==> src/rtl/bcd_onehot_pkg.sv <==
// Shared types, widths and the single-digit decode rule for the BCD one-hot bank.
package bcd_onehot_pkg;

   localparam int unsigned BCD_W    = 4;
   localparam int unsigned ONEHOT_W = 10;

   typedef enum logic [1:0] {IDLE, SCAN, DONE} state_t;

   typedef struct packed {
      logic [ONEHOT_W-1:0] slice;
      logic                invalid;
   } dec_t;

   // Codes 10..15 decode to an all-zero slice with the invalid flag raised.
   function automatic dec_t decode(input logic [BCD_W-1:0] v, input logic thermo);
      dec_t r;
      r.slice   = '0;
      r.invalid = 1'b0;
      if (v > 4'd9) begin
         r.invalid = 1'b1;
      end else begin
         for (int unsigned i = 0; i < ONEHOT_W; i++) begin
            r.slice[i] = thermo ? (i <= 32'(v)) : (i == 32'(v));
         end
      end
      return r;
   endfunction

endpackage

==> src/rtl/bcd_onehot_bank_dec.sv <==
// Combinational single-digit BCD decoder: one-hot or thermometer slice plus invalid flag.
module bcd_digit_dec
   import bcd_onehot_pkg::*;
#(
   parameter bit THERMO = 1'b0
) (
   input  logic [BCD_W-1:0]    digit,
   output logic [ONEHOT_W-1:0] slice,
   output logic                invalid
);

   dec_t r;

   assign r       = decode(digit, THERMO);
   assign slice   = r.slice;
   assign invalid = r.invalid;

endmodule

==> src/rtl/bcd_onehot_bank.sv <==
// Multi-digit BCD to one-hot/thermometer bank: serial MSD-first decode with
// leading-zero blanking and atomic commit under a start/busy/done handshake.
module bcd_onehot_bank
   import bcd_onehot_pkg::*;
#(
   parameter int DIGITS   = 4,
   parameter bit BLANK_LZ = 1'b1,
   parameter bit THERMO   = 1'b0
) (
   input  logic                       clk,
   input  logic                       rst_n,
   input  logic                       start,
   input  logic [BCD_W*DIGITS-1:0]    bcd,
   output logic                       busy,
   output logic                       done,
   output logic [ONEHOT_W*DIGITS-1:0] onehot,
   output logic [DIGITS-1:0]          blank,
   output logic [DIGITS-1:0]          invalid
);

   localparam int IDX_W = (DIGITS > 1) ? $clog2(DIGITS) : 1;

   state_t                      state, state_nxt;
   logic [BCD_W*DIGITS-1:0]     capture;
   logic [IDX_W-1:0]            idx;
   logic                        seen_nz;
   logic [ONEHOT_W*DIGITS-1:0]  shadow_oh, shadow_oh_nxt;
   logic [DIGITS-1:0]           shadow_bl, shadow_bl_nxt;
   logic [DIGITS-1:0]           shadow_inv, shadow_inv_nxt;
   logic [BCD_W-1:0]            dig;
   logic [ONEHOT_W-1:0]         dec_slice;
   logic                        dec_inv;
   logic                        blanked;
   logic                        accept;
   logic                        last;

   bcd_digit_dec #(.THERMO(THERMO)) u_dec (
      .digit   (dig),
      .slice   (dec_slice),
      .invalid (dec_inv)
   );

   assign accept = start && ((state == IDLE) || (state == DONE));
   assign last   = (state == SCAN) && (idx == '0);

   always_ff @(posedge clk or negedge rst_n) begin
      if (!rst_n) state <= IDLE;
      else        state <= state_nxt;
   end

   always_comb begin
      state_nxt = state;
      case (state)
         IDLE:    if (start) state_nxt = SCAN;
         SCAN:    if (idx == '0) state_nxt = DONE;
         DONE:    state_nxt = start ? SCAN : IDLE;
         default: state_nxt = IDLE;
      endcase
   end

   always_comb begin
      busy = (state != IDLE);
      done = (state == DONE);
   end

   // Shadow next-value includes the digit decoded this cycle, so the final
   // SCAN edge can commit all digits at once and done lines up with the data.
   always_comb begin
      dig            = capture[int'(idx)*BCD_W +: BCD_W];
      blanked        = BLANK_LZ && (dig == '0) && !seen_nz && (idx != '0);
      shadow_oh_nxt  = shadow_oh;
      shadow_bl_nxt  = shadow_bl;
      shadow_inv_nxt = shadow_inv;
      shadow_oh_nxt[int'(idx)*ONEHOT_W +: ONEHOT_W] = blanked ? '0 : dec_slice;
      shadow_bl_nxt[idx]  = blanked;
      shadow_inv_nxt[idx] = dec_inv;
   end

   always_ff @(posedge clk or negedge rst_n) begin
      if (!rst_n) begin
         capture    <= '0;
         idx        <= '0;
         seen_nz    <= 1'b0;
         shadow_oh  <= '0;
         shadow_bl  <= '0;
         shadow_inv <= '0;
         onehot     <= '0;
         blank      <= '0;
         invalid    <= '0;
      end else if (accept) begin
         capture <= bcd;
         idx     <= IDX_W'(DIGITS - 1);
         seen_nz <= 1'b0;
      end else if (state == SCAN) begin
         shadow_oh  <= shadow_oh_nxt;
         shadow_bl  <= shadow_bl_nxt;
         shadow_inv <= shadow_inv_nxt;
         if (dig != '0) seen_nz <= 1'b1;
         if (!last) begin
            idx <= idx - 1'b1;
         end else begin
            onehot  <= shadow_oh_nxt;
            blank   <= shadow_bl_nxt;
            invalid <= shadow_inv_nxt;
         end
      end
   end

endmodule

==> config.mk <==
export PLATFORM = sky130hd
export DESIGN_NAME = bcd_onehot_bank
export DESIGN_NICKNAME = d
export VERILOG_FILES = /design/src/rtl/bcd_onehot_pkg.sv /design/src/rtl/bcd_onehot_bank_dec.sv /design/src/rtl/bcd_onehot_bank.sv
export SDC_FILE = /design/constraint.sdc
export NUM_CORES = 1
export LEC_CHECK = 0
export BUFFER_PORTS_ARGS = -buffer_cell sky130_fd_sc_hd__buf_2
export CORE_MARGIN = 2
export CORE_UTILIZATION = 45
export CTS_BUF_LIST = sky130_fd_sc_hd__clkbuf_16
export DETAILED_ROUTE_END_ITERATION = 10
export PLACE_DENSITY = 0.67
export SYNTH_ARGS = -nofsm -noshare
export SYNTH_HDL_FRONTEND = slang
export SYNTH_SLANG_ARGS = --single-unit
export TNS_END_PERCENT = 20
==> constraint.sdc <==
create_clock -name clk -period 2.5 [get_ports clk]
set_input_delay 0 -clock clk [delete_from_list [all_inputs] [get_ports clk]]
set_output_delay 0 -clock clk [all_outputs]
set_load 0.005 [all_outputs]
Word level (Yosys, flattened, before mapping)
Index checks and enable logic that the tools add are counted.
{"block": "totals", "register_bits": 117, "in_bits": 19, "out_inout_bits": 50, "elab_cells": 72}
{"block": "op_classes", "addsub": 2, "multipliers": 1, "n_lt_le_gt_ge": 3, "n_eq_ne": 14, "shift": 3, "n_mux": 18, "bitwise_logic": 1, "reduce_logical": 20}
{"op": "bitwise mux 40 bit", "count": 1}
{"op": "variable shift 10 x 34 -> 40 bit (first input constant)", "count": 1}
{"op": "variable part select 10 x 34 -> 40 bit", "count": 1}
{"op": "negator 6 -> 34 bit", "count": 1}
{"op": "2-to-1 mux 10 bit", "count": 2}
{"op": "== test 3 x 4 -> 1 bit (first input constant)", "count": 4}
{"op": "variable part select 16 x 5 -> 4 bit", "count": 1}
{"op": "2-to-1 mux 2 bit", "count": 5}
{"op": "bitwise mux 4 bit", "count": 2}
{"op": "== test 2 x 4 -> 1 bit (first input constant)", "count": 2}
{"op": "== test 4 bit (first input constant)", "count": 2}
{"op": "AND reduction 2 bit", "count": 4}
{"op": "nonzero test 2 bit", "count": 4}
{"op": "2-to-1 mux 1 bit", "count": 6}
{"op": "one-hot mux 2 bit (3 select lines)", "count": 1}
{"op": "logical AND 1 bit", "count": 5}
{"op": "multiplier 2 x 3 -> 5 bit (second input constant)", "count": 1}
{"op": "== test 1 x 4 -> 1 bit (first input constant)", "count": 1}
{"op": "> comparator 4 bit (second input constant)", "count": 1}
{"op": "logical NOT 2 bit", "count": 2}
{"op": "logical NOT 4 bit", "count": 1}
{"op": "!= test 2 bit (second input constant)", "count": 2}
{"op": "nonzero test 4 bit", "count": 1}
{"op": "< comparator 2 x 3 -> 1 bit (second input constant)", "count": 1}
{"op": "10 further kinds", "count": 10}

Depth between registers and ports, before layout
{"block": "logic_depth", "ltp_word": 7, "depth_mapped": 9, "ltp_nobuf": 7}

Cells and area by module
From an unflattened synthesis, not the netlist that was laid out.
{"block": "unflattened", "cells_unflattened": 553, "hier_area_um2": 5649.2}
{"module": "bcd_onehot_bank", "n_inst": 1, "cells_each": 538, "area_each_um2": 5462.7, "seq_area_each_um2": 2877.8}
{"module": "bcd_digit_dec", "n_inst": 1, "cells_each": 15, "area_each_um2": 186.4, "seq_area_each_um2": 0.0}

Worst setup path before layout
Ideal clock, no wire load.
{"block": "synth_path", "path_kind": "register to register", "from": "register idx[1]", "to": "register shadow_oh[21]", "setup_ns": 0.082, "arrival_time_ns": 2.286, "required_time_ns": 2.418, "slack_ns": 0.132, "stages_incl_launch_ff": 10, "n_path_buf": 2, "synth_period_minus_slack_ns": 2.368, "cell_sequence": "dfrtp_1 buf_6 inv_1 ha_1 nor2b_1 a22oi_1 or4_4 buf_6 o31a_1 a31oi_1"}
{"block": "synth_via", "elab_chain_cells": 7, "word_cells_on_any_way": 22, "cone_classes": "add/sub (1); mul (1); order compare (1); eq/ne (9); shift (3); mux (3); reduce/logical (4)"}
{"element": "from (decl)", "line": "bcd_onehot_bank.sv:25", "rtl": "logic [IDX_W-1:0] idx;"}
{"element": "from (signal assigned)", "line": "bcd_onehot_bank.sv:92", "rtl": "idx <= IDX_W'(DIGITS - 1);"}
{"element": "from (signal assigned)", "line": "bcd_onehot_bank.sv:100", "rtl": "idx <= idx - 1'b1;"}
{"element": "branches (longest 6 deep; another with negator 6 -> 34 bit)"}
{"element": "bitwise mux 40 bit *", "line": "bcd_onehot_bank.sv:74", "rtl": "shadow_oh_nxt[int'(idx)*ONEHOT_W +: ONEHOT_W] = blanked ? '0 : dec_slice;"}
{"element": "to (signal assigned)", "line": "bcd_onehot_bank.sv:95", "rtl": "shadow_oh <= shadow_oh_nxt;"}
{"element": "to (decl)", "line": "bcd_onehot_bank.sv:27", "rtl": "logic [ONEHOT_W*DIGITS-1:0] shadow_oh, shadow_oh_nxt;"}
Mark *: on every way between the ends.
A chain may end at the register's enable or synchronous reset.

Worst setup path after layout
{"block": "layout_path", "from": "register idx[0]", "to": "register onehot[4]"}
{"block": "layout_via", "elab_chain_cells": 7, "word_cells_on_any_way": 25, "cone_classes": "add/sub (1); mul (1); order compare (1); eq/ne (9); shift (3); mux (3); reduce/logical (7)"}
{"element": "branches (longest 7 deep; another with negator 6 -> 34 bit)"}
{"element": "to (signal assigned)", "line": "bcd_onehot_bank.sv:102", "rtl": "onehot <= shadow_oh_nxt;"}
{"element": "to (decl)", "line": "bcd_onehot_bank.sv:16", "rtl": "output logic [ONEHOT_W*DIGITS-1:0] onehot,"}
Parallel ways; which one is timed is not known.

==> impl_summary.md <==
Outcome
The flow ran to the end, and the final reports show no timing, DRC or antenna violations.

Critical path
STA classifies the critical path startpoint as a flip-flop. The worst setup path is captured at a flip-flop. In this run the critical register-to-register path is launched from idx[0]$_DFFE_PN0P_. Setup slack on the worst reg-to-reg path comes out at 150 ps. In this run the worst setup path terminates at onehot[4]$_DFFE_PN0P_.

The slowest stage of the critical path is the mux4_2 cell. The delay of the slowest cell on the worst path is about 600 ps. In this run the worst path has a maximum fanout of 11. The critical setup path kind is flip-flop to flip-flop. The end of the worst register-to-register path is onehot[4]$_DFFE_PN0P_. For the worst setup path, the data required time is 2800 ps. The worst reg-to-reg path cell count is 5. The signal on the critical path passes through mux4_2 -> buf_4 -> nor4_1 -> o21ai_0 -> o31ai_1.

The signal arrival time at the worst endpoint is 2650 ps. The timing startpoint of the critical path is idx[0]$_DFFE_PN0P_.

Clock tree
The clock root buffer master is clkbuf_16. The clock input transition at the sequential cells of the worst setup and hold paths is ~50 ps. Clock latency on the worst-skew pair, taken at its later pin, is 420 ps.

The TritonCTS clock tree is yes. The TritonCTS buffer count is 17. The tree built by TritonCTS fans out to 115 sinks. The deepest clock path buffer count is 2. The clock tree synthesis step divided the H-tree into 4 levels.

Routing
The number of vias per cell is about 5.5. The highest layer used for signal routing is met4. Detailed routing inserted a total of 4,919 vias. The count of nets left with antenna violations once routing finished came out at 0. After detailed routing, the number of remaining DRC violations is 0. The first detailed-routing pass ran for 6 iterations. The routed length on met1 is about 6900 microns. The routed length per placed instance is ~17 microns. The routed design uses about 7400 microns of met2 wire. The detailed router's first-iteration violation count is between 400 and 500.

For this block, the routed nets add up to around 15,000 microns of wire. The met3 wire length is roughly 680 microns.

Synth
The synthesized instance count is 614. The commonest register cell after synthesis is dfrtp_1. The post-synthesis average cell area is 9.184 sq um. The share of synthesized area occupied by flip-flops and latches is between 50% and 60%. The register bit total from synthesis is approximately 120. The most common cell in the synthesized netlist is nand2_1.

The share of the synthesized area in the top cell type is about 50%. The share of synthesized registers carrying an async set or reset is 100.0%. Synthesis instantiated 57 different standard cells from the library. Of all cell types, the one taking the most synthesized area is dfrtp_1. The mapped netlist covers approximately 5600 sq um.

The number of synthesis warnings is 0. When the netlist entered floorplanning its net count stood at 639. After synthesis, the cell types taking the most area are dfrtp_1 (51%), nand2_1 (11%), o21ai_0 (6.3%). The number of enable-type register cells in the synthesized netlist is 0. The commonest cells after synthesis are nand2_1 (158), dfrtp_1 (115), o21ai_0 (71), nand2b_1 (34), clkbuf_1 (32).

Global route
The initial antenna violation count is 0. The residual overflow from global routing is 0. The number of global-route vias before repair is ~4,800.

In the global route stage, overall resource usage came out at 24.41%. The wire length of the first global-routing pass is around 25,000 microns. The maximum number of pins on one net before global-route repair is around 60.

Power
In this run the static leakage power is 3.249 nW. The total power divided by cell area is around 1300 nW/um^2. The peak supply drop is 0.8091 mV.

Timing
At the pin with the least slew margin, the transition time is slightly above 700 ps. The number of endpoints with negative hold slack in the final report was 0. Derived from the worst setup path, the maximum achievable clock frequency is between 400 and 500 MHz. The relative slew slack is around half.

The worst setup skew after layout is approximately 7.9 ps. The time the worst path needs with I/O delays and setup is 2349 ps. The total negative slack is 0 ps.

The count of pins over their slew limit is 0. Setup repair after global routing left no endpoint under its margin. The minimum hold slack is between 100 and 150 ps. The final number of setup-violating endpoints is 0.

The post-route clock period utilization is 93.95%.

Floorplan
The area of the core is ~12,000 sq um. The die covers 13,440 sq um. The initialized floorplan defines 40 standard-cell rows. The effective utilization at floorplan is 46.56%. Measured along the y axis, the die boundary spans approximately 120 microns. The number of placed I/O pins is 69. From left edge to right edge, the die measures about 120 microns.

Placed design
The post-placement cell count is between 800 and 900. The placer congestion estimate is about 0.94. The HPWL after detailed placement is between 10,000 and 15,000 microns. The number of buffers added on ports is 68.

Worst hold path
The worst hold path belongs to the class input pin to asynchronous set/reset pin.

Layout
The count of nets after finishing is between 700 and 800. The finished layout holds between 800 and 900 standard cells, fillers aside. The area growth from synthesis to layout is 24.56%.

The number of antenna diodes in the final layout is 0. The ratio of cells with drive above 1 in the final layout is around a fifth.

Job
The total of max-cap violations is 0.
-- sequential cells by signal, summed over array words and instances, names as in the netlist --
signal	cells
onehot	40
shadow_oh	40
capture	16
blank	4
invalid	4
shadow_bl	3
shadow_inv	3
idx	2
state	2
seen_nz	1
-- timing repair --
item | in CTS | in global routing
buffers inserted | 0 | 0
setup endpoints to repair | 0 | 28
gates resized for setup | 0 | 7
endpoints found under the hold margin | 59 | 0
hold buffers | 17 | 0
-- through the flow --
| step | util, % | total power [mW] | setup slack [ps] | instance area [sq um] |
|---|---|---|---|---|
| global placement | 52.37 | 7.172 | 73.81 | 6342 |
| global route | 58.00 | 9.977 | 12.26 | 7024 |
| finish | 58.00 | 9.321 | 151.3 | 7024 |
| CTS | 57.74 | 9.280 | 15.73 | 6993 |
| floorplan | - | 5.527 | 132.4 | 5639 |
| detailed placement | 52.37 | 7.225 | 5.669 | 6342 |
-- cell usage in the layout, fill, tap and decap left out, types with 3 or more instances in the layout --
cell             n
nand3_1          7
dlygate4sd3_1   17
buf_2           67
o21ai_1          3
nand2_1        157
nor2_1          25
nor4_1           6
a21oi_1         16
o211ai_1         4
o21ai_0         71
inv_1            9
mux2_2           4
or3_1            5
a31oi_1          3
a211oi_1         4
nand2b_1        34
a22oi_1          4
a221oi_1         5
buf_4           39
nor2b_1          4
o31ai_1          7
or2_2            3
ha_1             5
mux2i_1          9
nor3_1          15
clkbuf_16       17
clkinv_1         5
dfrtp_1        114
nor3b_1          8
mux4_2           3
clkinv_2         5
o221ai_1        12
-- where the power goes --
group	leakage (nW)	internal [mW]	switching [mW]	total, mW
Clock	0.250	1.21	0.789	2.00
Sequential	1.54	2.49	0.446	2.94
Combinational	1.46	1.73	2.66	4.39
-- critical path: cells and delay by family, from the launching register on --
kind | cells | cell delay (ps)
buffers and inverters | 1 | 210
DFF | 1 | 440
and+or+nand+nor | 1 | 380
AOI/OAI and AO/OA | 2 | 600
muxes | 1 | 600
-- layout make-up --
cell class / instances / area (sq um)
clock buffer: 17 / 425.4
clock inverter: 12 / 55.05
fill: 1106 / 5087
inverter: 8 / 30.03
multi-input combinational: 452 / 2586
sequential: 115 / 2879
tap: 168 / 210.2
timing repair buffer: 125 / 838.3
-- worst min path at each step --
stage	start	end	slack [ps]
finish	rst_n	onehot[31]$_DFFE_PN0P_	130
global route	start	capture[5]$_DFFE_PN0P_	150
CTS	start	capture[12]$_DFFE_PN0P_	130
detailed placement	rst_n	onehot[31]$_DFFE_PN0P_	40
global placement	rst_n	onehot[35]$_DFFE_PN0P_	40
floorplan	rst_n	blank[0]$_DFFE_PN0P_	-300
-- logic make-up after synthesis --
kind of cell             after synthesis  synth area share (%)
AO/OA/AOI/OAI                        142                 15.53
buffers and inverters                 47                 3.683
AND/OR/NAND/NOR                      284                 23.67
flip-flops                           115                 51.03
adder cells (fa/ha/maj)                6                 1.331
multiplexers                          19                 4.593
XOR/XNOR                               1                0.1553
-- per-layer routing --
layer	vias up	GRT usage [%]
li1	2350	-
met3	29	4.969
met1	2377	31.25
met2	163	39.69
met4	0	11.98
met5	-	0
Note: power is estimated with default switching activity, not from simulation.
